### src/rtl/dvp_tx_pkg.sv
// Shared types and helpers for the OV5640-style DVP transmitter:
// FSM state encoding, bytes-per-pixel derivation, byte packing and
// the colour-bar palette used by the optional test-pattern generator.
package dvp_tx_pkg;

  typedef enum logic [2:0] {
    ST_IDLE   = 3'd0,
    ST_VSYNC  = 3'd1,
    ST_VBP    = 3'd2,
    ST_ACTIVE = 3'd3,
    ST_VFP    = 3'd4
  } dvp_state_t;

  localparam logic [23:0] BAR_WHITE   = 24'hFFFFFF;
  localparam logic [23:0] BAR_YELLOW  = 24'hFFFF00;
  localparam logic [23:0] BAR_CYAN    = 24'h00FFFF;
  localparam logic [23:0] BAR_GREEN   = 24'h00FF00;
  localparam logic [23:0] BAR_MAGENTA = 24'hFF00FF;
  localparam logic [23:0] BAR_RED     = 24'hFF0000;
  localparam logic [23:0] BAR_BLUE    = 24'h0000FF;
  localparam logic [23:0] BAR_BLACK   = 24'h000000;

  // RGB565 needs two byte slots per pixel, RGB888 three.
  function automatic int bpp_of(input int rgb_type);
    return (rgb_type == 1) ? 3 : 2;
  endfunction

  // Select the byte for a given slot of an {R,G,B} pixel.
  function automatic logic [7:0] pack_byte(input logic [23:0] rgb,
                                           input int          rgb_type,
                                           input logic [1:0]  slot);
    logic [7:0] r;
    logic [7:0] g;
    logic [7:0] b;
    r = rgb[23:16];
    g = rgb[15:8];
    b = rgb[7:0];
    pack_byte = 8'h00;
    if (rgb_type == 1) begin
      case (slot)
        2'd0:    pack_byte = r;
        2'd1:    pack_byte = g;
        2'd2:    pack_byte = b;
        default: pack_byte = 8'h00;
      endcase
    end else begin
      case (slot)
        2'd0:    pack_byte = {r[7:3], g[7:5]};
        2'd1:    pack_byte = {g[4:2], b[7:3]};
        default: pack_byte = 8'h00;
      endcase
    end
  endfunction

  // Classic 8-bar order, left to right.
  function automatic logic [23:0] bar_color(input logic [2:0] idx);
    case (idx)
      3'd0:    bar_color = BAR_WHITE;
      3'd1:    bar_color = BAR_YELLOW;
      3'd2:    bar_color = BAR_CYAN;
      3'd3:    bar_color = BAR_GREEN;
      3'd4:    bar_color = BAR_MAGENTA;
      3'd5:    bar_color = BAR_RED;
      3'd6:    bar_color = BAR_BLUE;
      default: bar_color = BAR_BLACK;
    endcase
  endfunction

endpackage

### src/rtl/dvp_tx_timing.sv
// Frame timing for the DVP transmitter: horizontal/vertical counters and
// the IDLE/VSYNC/VBP/ACTIVE/VFP state machine. Produces href, vsync, the
// byte slot within the current pixel, the pixel column, a frame-done pulse
// and a look-ahead flag marking the cycle before each pixel's first byte.
module dvp_tx_timing
  import dvp_tx_pkg::*;
#(
  parameter int IMAGE_WIDTH  = 1280,
  parameter int IMAGE_HEIGHT = 720,
  parameter int BPP          = 2,
  parameter int H_BLANK      = 1290,
  parameter int VS_LINES     = 4,
  parameter int V_BP_LINES   = 16,
  parameter int V_FP_LINES   = 240,
  parameter int CNT_W        = 12
) (
  input  logic             clk,
  input  logic             rst_n,
  input  logic             enable,
  output logic             href,
  output logic             vsync,
  output logic [1:0]       slot,
  output logic [CNT_W-1:0] col,
  output logic             frame_done,
  output logic             pix_slot_next
);

  localparam int LP    = IMAGE_WIDTH * BPP + H_BLANK;
  localparam int MAX_A = (VS_LINES > V_BP_LINES) ? VS_LINES : V_BP_LINES;
  localparam int MAX_B = (IMAGE_HEIGHT > V_FP_LINES) ? IMAGE_HEIGHT : V_FP_LINES;
  localparam int MAX_L = (MAX_A > MAX_B) ? MAX_A : MAX_B;
  localparam int V_W   = $clog2(MAX_L + 1);

  localparam logic [CNT_W-1:0] H_LAST   = CNT_W'(LP - 1);
  localparam logic [CNT_W-1:0] ACT_END  = CNT_W'(IMAGE_WIDTH * BPP);
  localparam logic [CNT_W-1:0] ACT_LAST = CNT_W'(IMAGE_WIDTH * BPP - 1);
  localparam logic [V_W-1:0]   V_LAST_ACT = V_W'(IMAGE_HEIGHT - 1);
  localparam logic [1:0]       B_LAST   = 2'(BPP - 1);

  // Zero-length blanking states are skipped when choosing successors.
  localparam dvp_state_t FIRST_STATE = (VS_LINES > 0)   ? ST_VSYNC :
                                       (V_BP_LINES > 0) ? ST_VBP : ST_ACTIVE;
  localparam dvp_state_t AFTER_VS    = (V_BP_LINES > 0) ? ST_VBP : ST_ACTIVE;

  dvp_state_t       state, nxt_state, restart;
  logic [CNT_W-1:0] h_cnt, nxt_h;
  logic [CNT_W-1:0] col_cnt, nxt_col;
  logic [V_W-1:0]   v_cnt, nxt_v, v_last;
  logic [1:0]       b_cnt, nxt_b;
  logic             fd_q;

  // State and counter registers.
  always_ff @(posedge clk or negedge rst_n) begin
    if (!rst_n) begin
      state   <= ST_IDLE;
      h_cnt   <= '0;
      v_cnt   <= '0;
      b_cnt   <= '0;
      col_cnt <= '0;
    end else begin
      state   <= nxt_state;
      h_cnt   <= nxt_h;
      v_cnt   <= nxt_v;
      b_cnt   <= nxt_b;
      col_cnt <= nxt_col;
    end
  end

  // Next-state and counter advance; enable only matters at frame boundaries.
  always_comb begin
    nxt_state = state;
    nxt_h     = h_cnt;
    nxt_v     = v_cnt;
    nxt_b     = b_cnt;
    nxt_col   = col_cnt;
    restart   = enable ? FIRST_STATE : ST_IDLE;
    v_last    = '0;
    case (state)
      ST_VSYNC:  v_last = V_W'(VS_LINES - 1);
      ST_VBP:    v_last = V_W'(V_BP_LINES - 1);
      ST_ACTIVE: v_last = V_LAST_ACT;
      ST_VFP:    v_last = V_W'(V_FP_LINES - 1);
      default:   v_last = '0;
    endcase
    if (state == ST_IDLE) begin
      nxt_h   = '0;
      nxt_v   = '0;
      nxt_b   = '0;
      nxt_col = '0;
      if (enable) nxt_state = FIRST_STATE;
    end else if (h_cnt == H_LAST) begin
      nxt_h   = '0;
      nxt_b   = '0;
      nxt_col = '0;
      if (v_cnt == v_last) begin
        nxt_v = '0;
        case (state)
          ST_VSYNC:  nxt_state = AFTER_VS;
          ST_VBP:    nxt_state = ST_ACTIVE;
          ST_ACTIVE: nxt_state = (V_FP_LINES > 0) ? ST_VFP : restart;
          default:   nxt_state = restart;
        endcase
      end else begin
        nxt_v = v_cnt + 1'b1;
      end
    end else begin
      nxt_h = h_cnt + 1'b1;
      if (b_cnt == B_LAST) begin
        nxt_b   = '0;
        nxt_col = col_cnt + 1'b1;
      end else begin
        nxt_b = b_cnt + 1'b1;
      end
    end
  end

  // Frame-done flag: registered so it lands one cycle after the last active byte.
  always_ff @(posedge clk or negedge rst_n) begin
    if (!rst_n) fd_q <= 1'b0;
    else        fd_q <= (state == ST_ACTIVE) && (v_cnt == V_LAST_ACT) && (h_cnt == ACT_LAST);
  end

  assign href          = (state == ST_ACTIVE) && (h_cnt < ACT_END);
  assign vsync         = (state == ST_VSYNC);
  assign slot          = b_cnt;
  assign col           = col_cnt;
  assign frame_done    = fd_q;
  assign pix_slot_next = (nxt_state == ST_ACTIVE) && (nxt_h < ACT_END) && (nxt_b == 2'd0);

endmodule

### src/rtl/ov5640_dvp_tx.sv
// OV5640-style DVP transmitter: accepts {R,G,B} pixels on a valid/ready
// stream and serialises them as RGB565 or RGB888 bytes with vsync/href
// framing. Optional feature macro: DVP_TX_TEST_PATTERN_EN adds an 8-bar
// colour generator selected by tp_en_i.
module ov5640_dvp_tx
  import dvp_tx_pkg::*;
#(
  parameter int IMAGE_WIDTH  = 1280,
  parameter int IMAGE_HEIGHT = 720,
  parameter int RGB_TYPE     = 0,
  parameter int H_BLANK      = 1290,
  parameter int VS_LINES     = 4,
  parameter int V_BP_LINES   = 16,
  parameter int V_FP_LINES   = 240
) (
  input  logic        clk,
  input  logic        rst_n,
  input  logic        enable_i,
  input  logic        pix_valid_i,
  output logic        pix_ready_o,
  input  logic [23:0] pix_rgb_i,
  input  logic        pix_sof_i,
  input  logic        tp_en_i,
  output logic        cmos_vsync_o,
  output logic        cmos_href_o,
  output logic [7:0]  cmos_data_o,
  output logic        frame_done_o,
  output logic        underflow_o,
  output logic        sof_err_o
);

  localparam int BPP   = bpp_of(RGB_TYPE);
  localparam int LP    = IMAGE_WIDTH * BPP + H_BLANK;
  localparam int CNT_W = $clog2(LP + 1);

  logic             href, vsync, frame_done, pix_slot_next;
  logic [1:0]       slot;
  logic [CNT_W-1:0] col;
  logic             tp_mode, take, accept;
  logic [23:0]      pix_rgb_p1;
  logic             vld_p1;
  logic             sof_pending;
  logic [7:0]       byte_val;

  dvp_tx_timing #(
    .IMAGE_WIDTH  (IMAGE_WIDTH),
    .IMAGE_HEIGHT (IMAGE_HEIGHT),
    .BPP          (BPP),
    .H_BLANK      (H_BLANK),
    .VS_LINES     (VS_LINES),
    .V_BP_LINES   (V_BP_LINES),
    .V_FP_LINES   (V_FP_LINES),
    .CNT_W        (CNT_W)
  ) u_timing (
    .clk           (clk),
    .rst_n         (rst_n),
    .enable        (enable_i),
    .href          (href),
    .vsync         (vsync),
    .slot          (slot),
    .col           (col),
    .frame_done    (frame_done),
    .pix_slot_next (pix_slot_next)
  );

`ifdef DVP_TX_TEST_PATTERN_EN
  localparam int BAR_W = (IMAGE_WIDTH / 8 > 0) ? IMAGE_WIDTH / 8 : 1;
  int         bar_div;
  logic [2:0] bar_idx;

  assign tp_mode = tp_en_i;

  // Map pixel column to a bar; the last bar absorbs any remainder.
  always_comb begin
    bar_div = 32'(col) / BAR_W;
    bar_idx = (bar_div > 7) ? 3'd7 : 3'(bar_div);
  end
`else
  logic unused_tp;
  logic unused_col;
  assign tp_mode    = 1'b0;
  assign unused_tp  = tp_en_i;
  assign unused_col = ^col;
`endif

  // A pixel slot is offered one cycle before its first byte goes out.
  assign take        = pix_slot_next && !tp_mode;
  assign accept      = take && pix_valid_i;
  assign pix_ready_o = take;

  // ---- stage p1: pixel held for the duration of its byte slots ----
  always_ff @(posedge clk) begin
    if (take) pix_rgb_p1 <= pix_rgb_i;
  end

  // Valid travels with the held pixel; a missing pixel is sent as zeros.
  always_ff @(posedge clk or negedge rst_n) begin
    if (!rst_n)    vld_p1 <= 1'b0;
    else if (take) vld_p1 <= pix_valid_i;
  end

  // Sticky underflow / SOF-alignment flags; no resync on SOF error.
  always_ff @(posedge clk or negedge rst_n) begin
    if (!rst_n) begin
      underflow_o <= 1'b0;
      sof_err_o   <= 1'b0;
      sof_pending <= 1'b1;
    end else begin
      if (take && !pix_valid_i)                    underflow_o <= 1'b1;
      if (accept && (pix_sof_i != sof_pending))    sof_err_o   <= 1'b1;
      if (frame_done)  sof_pending <= 1'b1;
      else if (accept) sof_pending <= 1'b0;
    end
  end

  // Byte selection; bus is forced to zero outside href.
  always_comb begin
    byte_val = vld_p1 ? pack_byte(pix_rgb_p1, RGB_TYPE, slot) : 8'h00;
`ifdef DVP_TX_TEST_PATTERN_EN
    if (tp_mode) byte_val = pack_byte(bar_color(bar_idx), RGB_TYPE, slot);
`endif
    cmos_data_o = href ? byte_val : 8'h00;
  end

  assign cmos_vsync_o = vsync;
  assign cmos_href_o  = href;
  assign frame_done_o = frame_done;

endmodule
### config.mk
export PLATFORM = sky130hd
export DESIGN_NAME = ov5640_dvp_tx
export DESIGN_NICKNAME = d
export VERILOG_FILES = /design/src/rtl/dvp_tx_pkg.sv /design/src/rtl/dvp_tx_timing.sv /design/src/rtl/ov5640_dvp_tx.sv
export SDC_FILE = /design/constraint.sdc
export NUM_CORES = 1
export LEC_CHECK = 0
export CAP_MARGIN = 20
export CORE_UTILIZATION = 47
export CTS_CLUSTER_SIZE = 40
export DETAILED_ROUTE_END_ITERATION = 6
export PLACE_DENSITY = 0.84
export SYNTH_ARGS = -nofsm -noshare
export SYNTH_HDL_FRONTEND = slang
export SYNTH_SLANG_ARGS = --single-unit
### constraint.sdc
create_clock -name clk -period 3 [get_ports clk]
set_input_delay 0.45 -clock clk [delete_from_list [all_inputs] [get_ports clk]]
set_output_delay 0.45 -clock clk [all_outputs]
set_load 0.02 [all_outputs]
* After elaboration in Yosys (flattened, before gate mapping)
Cells that the tools add are included.
** Storage, ports and cells
- Flip-flop bits (word level) :: 56
- Input bits :: 30
- Output and inout bits :: 14
- Logic and storage cells :: 60
** Operators by class
- Add/subtract/negate cells :: 3
- $lt $le $gt $ge :: 2
- Equality and inequality tests :: 11
- Mux-type cells :: 20
- Reduce and logical (&&, ||, !) cells :: 14
** Operators with widths (count)
- $pmux 10 s4 :: 1
- $mux 10 :: 3
- $eq 12x12->1 const B :: 2
- $lt 12x12->1 const B :: 2
- $mux 12 :: 2
- $mux 8 :: 2
- $pmux 8 s2 :: 1
- $add 12x1->12 const B :: 1
- $mux 3 :: 4
- $add 10x1->10 const B :: 1
- $eq 10x10->1 :: 1
- $eq 10x10->1 const B :: 1
- $eq 3x2->1 const B :: 3
- $pmux 3 s3 :: 1
- $logic_and 1x1->1 :: 8
- $mux 2 :: 3
- $logic_not 2->1 :: 2
- $reduce_bool 2->1 :: 2
- $eq 3x1->1 const B :: 1
- $eq 3x3->1 const B :: 1
- $logic_not 3->1 :: 1
- $mux 1 :: 3
- $add 2x1->2 const B :: 1
- $eq 2x1->1 const B :: 1
- other kinds (2) :: 2

* Longest topological paths before layout
- Depth in word-level cells :: 12
- Depth in mapped cells :: 9
- Gate-level depth less buffers :: 9

* Cells and area by module
A second synthesis with hierarchy kept.
** Unflattened totals
- Cell total of the unflattened synthesis :: 288
- Area total of the unflattened synthesis :: 3049.2 um2
** By module, submodules not included
- dvp_tx_timing :: instances 1, cells each 242, area each 2278.4 um2, sequential area each 1001.0 um2
- ov5640_dvp_tx :: instances 1, cells each 46, area each 770.7 um2, sequential area each 581.8 um2

* Worst setup path before layout
OpenSTA, ideal clock, no wires.
- Path type :: reg2out
- Start point :: register u_timing.h_cnt[5]
- End point :: output pix_ready_o
- Data arrival time :: 2.552 ns
- Required time :: 2.550 ns
- Path slack :: -0.002 ns
- Cell stages (with the launch flop) :: 7
- Buffers on the path :: 0
- Path through :: dfrtp_1 > or4b_4 > nor4_4 > nand3_2 > nor4_4 > xor2_1 > and2_1
** On the way
- Longest elaborated chain between the ends :: 6
- Elaborated cells between the ends (all ways) :: 13
- Those cells by class :: add/sub: 1; order compare: 1; eq/ne: 2; mux: 6; reduce/logical: 3
** Ends and longest elaborated chain
- from (decl) :: line dvp_tx_timing.sv:46 : logic [CNT_W-1:0] h_cnt, nxt_h;
- from (signal assigned) :: line dvp_tx_timing.sv:62 : h_cnt <= nxt_h;
- $add 12x1->12 or $eq 12x12->1 (tied branches) :: line dvp_tx_timing.sv:107, dvp_tx_timing.sv:91
- $mux 12 or $mux 3 (tied branches) :: line dvp_tx_timing.sv:91 : end else if (h_cnt == H_LAST) begin
- $mux 12 or $mux 3 (tied branches) :: line dvp_tx_timing.sv:85 : if (state == ST_IDLE) begin
- $lt 12x12->1 or $eq 3x2->1 (tied branches) :: line dvp_tx_timing.sv:128 : assign pix_slot_next = (nxt_state == ST_ACTIVE) && (nxt_h < ACT_END) && (nxt_b == 2'd0);
- $logic_and 1x1->1 :: line dvp_tx_timing.sv:128
- $logic_and 1x1->1 (*) :: line dvp_tx_timing.sv:128
- to (decl) :: line ov5640_dvp_tx.sv:20 : output logic pix_ready_o,
Every way passes the cells marked *; elsewhere a longest branch is shown, timed or not.

* Worst setup path after layout
- Start point :: register u_timing.state[0]
- End point :: output pix_ready_o
** On the way
- Longest elaborated chain between the ends :: 9
- Elaborated cells between the ends (all ways) :: 19
- Those cells by class :: order compare: 1; eq/ne: 6; mux: 8; reduce/logical: 4
** Ends and longest elaborated chain
- from (decl) :: line dvp_tx_timing.sv:45 : dvp_state_t state, nxt_state, restart;
- from (signal assigned) :: line dvp_tx_timing.sv:61 : state <= nxt_state;
- $eq 3x3->1 (tied with other cells) :: line dvp_tx_timing.sv:78 : case (state)
- $pmux 10 s4 :: line dvp_tx_timing.sv:78
- $eq 10x10->1 :: line dvp_tx_timing.sv:95 : if (v_cnt == v_last) begin
- $mux 3 :: line dvp_tx_timing.sv:95
- $mux 3 :: line dvp_tx_timing.sv:91
- $mux 3 :: line dvp_tx_timing.sv:85
- $eq 3x2->1 :: line dvp_tx_timing.sv:128
- $logic_and 1x1->1 :: line dvp_tx_timing.sv:128
- $logic_and 1x1->1 (*) :: line dvp_tx_timing.sv:128
Marked as above.

==> impl_results.md <==
* Status: finished clean
* Worst-path clk slew at 0.09 ns
* DP HPWL at 3780 um
* Leak at between 0.001 and 0.0015 uW
* Highest metal used: met4
* Post-synth net total at 274
* Total wire length at about 5300 um
* WHS at 0.459 ns
* CTS tree: done
* Post-Syn Area at 2430 um2
* EDFF count, synth at 16
* Critical Path End Type: output port
* Max FO, Critical Path at 3
* P per Cell Area at approximately 460 nW/um2
* # fillers at between 300 and 400
* Crit-path slowest cell: dfrtp_1
* Final Cell Area at ~3200 um2
* Rows at 25
* Worst setup margin at roughly 0.19 ns
* Worst Setup SP: u_timing.state[0]
* GRT overflow at 0
* Mapped Cells at ~240
* Initial Util at 0.502
* CTS buffer count at 5
* Number of clock sinks at 48
* Skew-Pair Late Insertion Delay at between 0.3 and 0.4 ns
* 1st-iter DRT viols at 201
* DIE HEIGHT at about 74 um
* Fin nets at around 330
* DR WL met2 at approximately 2600 um
* Setup Total Neg Slack at 0 ns
* Data arrival time of the critical path at about 2.4 ns
* Area delta synth->final at 29.7%
* GRT Total Usage at 0.207
* Layout cells sized above 1 at 0.159
* Drt wl/cell at between 10 and 15 um
* Worst Hold Class: flip-flop to flip-flop
* GPL Wtd Cong at around 0.9
* Worst R2R End: u_timing.state[0]
* I/O pin count at between 40 and 50
* Top post-synthesis cells by area: dfrtp_1, edfxtp_1, nor2_1
* Reg2reg setup slack at about 0.31 ns
* Async set or reset register ratio after synthesis at 0.667
* Primary FF master, synth: dfrtp_1
* Largest net degree at the start of global routing at 33
* Worst slew pin tran at 0.734 ns
* Post-DP Area at 3010 um2
* Die W at about 74 um
* Drt pass-1 iters at 4
* # hold bufs at CTS at 0
* Clk root buf: clkbuf_8
* Top cell type by total area after synthesis: dfrtp_1
* CP Launch Type: flip-flop
* Vias in the first global route at 1836
* Worst r2r src: u_timing.state[0]
* ANT nets after route at 0
* Worst setup path end: pix_ready_o
* Period utilisation layout at 0.938
* Critical-path cell list: nand2b_1 -> a2111oi_2 -> o211ai_1 -> nor4_4 -> xor2_1 -> and2_2 -> buf_2
* Worst slack at placement at -0.0655 ns
* RSZ-0062 raised after global routing: false
* Synth Warn # at 0
* WL met1 at ~2300 um
* Max incr delay on CP at approximately 0.40 ns
* Input/output buffers at 34
* Wire length on met3 at around 320 um
* Worst slew margin at 0.507
* VDD IR max at about 0.23 mV
* Final setup fails at 0
* Skew final at just over 0.01 ns
* Syn avg cell area at 10.1 um2
* First-pass GRT wire length at 8500 um
* Seq/Total Area, Yosys at 0.527
* Vias at between 2000 and 2500
* Max-cap violations at 0
* DR vias/cell at 5.59
* Max-slew violation count at 0
* Antenna Cells at 0
* Synth Register Bits at between 40 and 50
* Min cycle time layout at 2.81 ns
* Clock buffer depth at 2
* Required time worst endpoint at approximately 2.6 ns
* Placeable Area at between 4000 and 5000 um2
* Fmax at between 0.3 and 0.4 GHz
* Post-synthesis cell type count at 47
* # H-tree levels at 2
* Crit Path Class: flip-flop to output port
* Endpoints failing hold at 0
* Drt drc at 0
* Share of the synthesized area in the top cell type at 0.319
* Fin util at 0.651
* Antenna violations before repair at 0
* Die area at ~5500 um2
* Cells on worst reg2reg path at 9
## kinds of logic after synthesis
group / count (synthesis) / share of synthesized area
DFF: 48 / 0.527
and+or+nand+nor: 108 / 0.237
xor gates and xnor gates: 13 / 0.0468
adders and majority gates: 3 / 0.0154
AOI/OAI and AO/OA: 45 / 0.115
muxes: 8 / 0.0329
buffers and inverters: 16 / 0.0252
## power by group
part           internal, uW  leakage [uW]  switching [uW]  total, uW
Combinational           115      0.000648             108        222
Sequential              724      0.000561            45.2        769
Clock                   251     0.0000583             220        471
Total                  1090       0.00127             373       1460
## repair_timing
action,CTS,global route
endpoints found under the hold margin,0,0
buffers inserted,0,2
gates resized for setup,6,3
setup endpoints to repair,9,8
pin swaps,2,3
## Yosys cell counts (all sizes together) (7+ instances only)
cell type and count:
mux2i 8, inv 8, nor2 32, nor3 8, xnor2 9, edfxtp 16
a21oi 7, nand2 24, o21ai 18, dfrtp 31, nand3 12
## cell type report
| type | count | area, um2 | share of cell area |
|---|---|---|---|
| Inverter | 8 | 30.0 | 0.00952 |
| Tap cell | 67 | 83.8 | 0.0266 |
| Sequential cell | 48 | 1280 | 0.406 |
| Clock buffer | 5 | 68.8 | 0.0218 |
| Timing Repair Buffer | 60 | 531 | 0.168 |
| Clock inverter | 3 | 47.5 | 0.0151 |
| Multi-Input combinational cell | 177 | 1110 | 0.352 |
## metrics by stage
| step | std cells | total power [uW] |
|---|---|---|
| after detailed placement | 358 | 1010 |
| final | 368 | 1460 |
| after global placement | 358 | 1000 |
| after CTS | 366 | 1480 |
| after floorplan | 241 | 906 |
| after global routing | 368 | 1530 |
## flip-flops by register name, indices dropped and copies added, names as in the netlist
signal	cells
sof_pending	1
pix_rgb_p1	16
u_timing.state	3
sof_err_o	1
u_timing.v_cnt	10
vld_p1	1
u_timing.frame_done	1
u_timing.h_cnt	12
u_timing.slot	2
underflow_o	1
## worst max-delay path, delay by kind of cell, from the launching register on
kind                   cells  cell delay (ns)
flip-flops                 1             0.40
XOR/XNOR                   1             0.20
AO/OA/AOI/OAI              2             0.56
buffers and inverters      1             0.17
AND/OR/NAND/NOR            3             0.72
## layer usage
metal	global-route usage	up-vias
li1	-	987
met1	0.270	989
met2	0.344	75
met3	0.0420	6
met4	0.0705	0
met5	0	-
## placed cells by master (no fill, tap or decap), types with 4 or more instances in the layout
cell	n
inv_1	8
o21ai_1	13
nand2_1	24
nor3_1	7
and3_1	4
mux2i_1	8
xor2_1	4
clkbuf_8	5
o21ai_0	5
dfrtp_1	31
nand3_1	10
nor2_1	32
clkdlybuf4s50_1	33
edfxtp_1	16
buf_4	26
a21oi_1	7
xnor2_1	9
nand4_1	6
## worst min-delay path by stage
| stage | from | to | slack (ns) | cells past startpoint |
|---|---|---|---|---|
| floorplan | rst_n | sof_err_o | 0.15 | 0 |
| global placement | underflow_o | underflow_o | 0.44 | 1 |
| detailed placement | u_timing.frame_done | sof_pending | 0.44 | 1 |
| CTS | underflow_o | underflow_o | 0.46 | 1 |
| finish | underflow_o | underflow_o | 0.46 | 1 |
| global route | u_timing.frame_done | sof_pending | 0.48 | 1 |
Note: power is estimated with default switching activity, not from simulation.
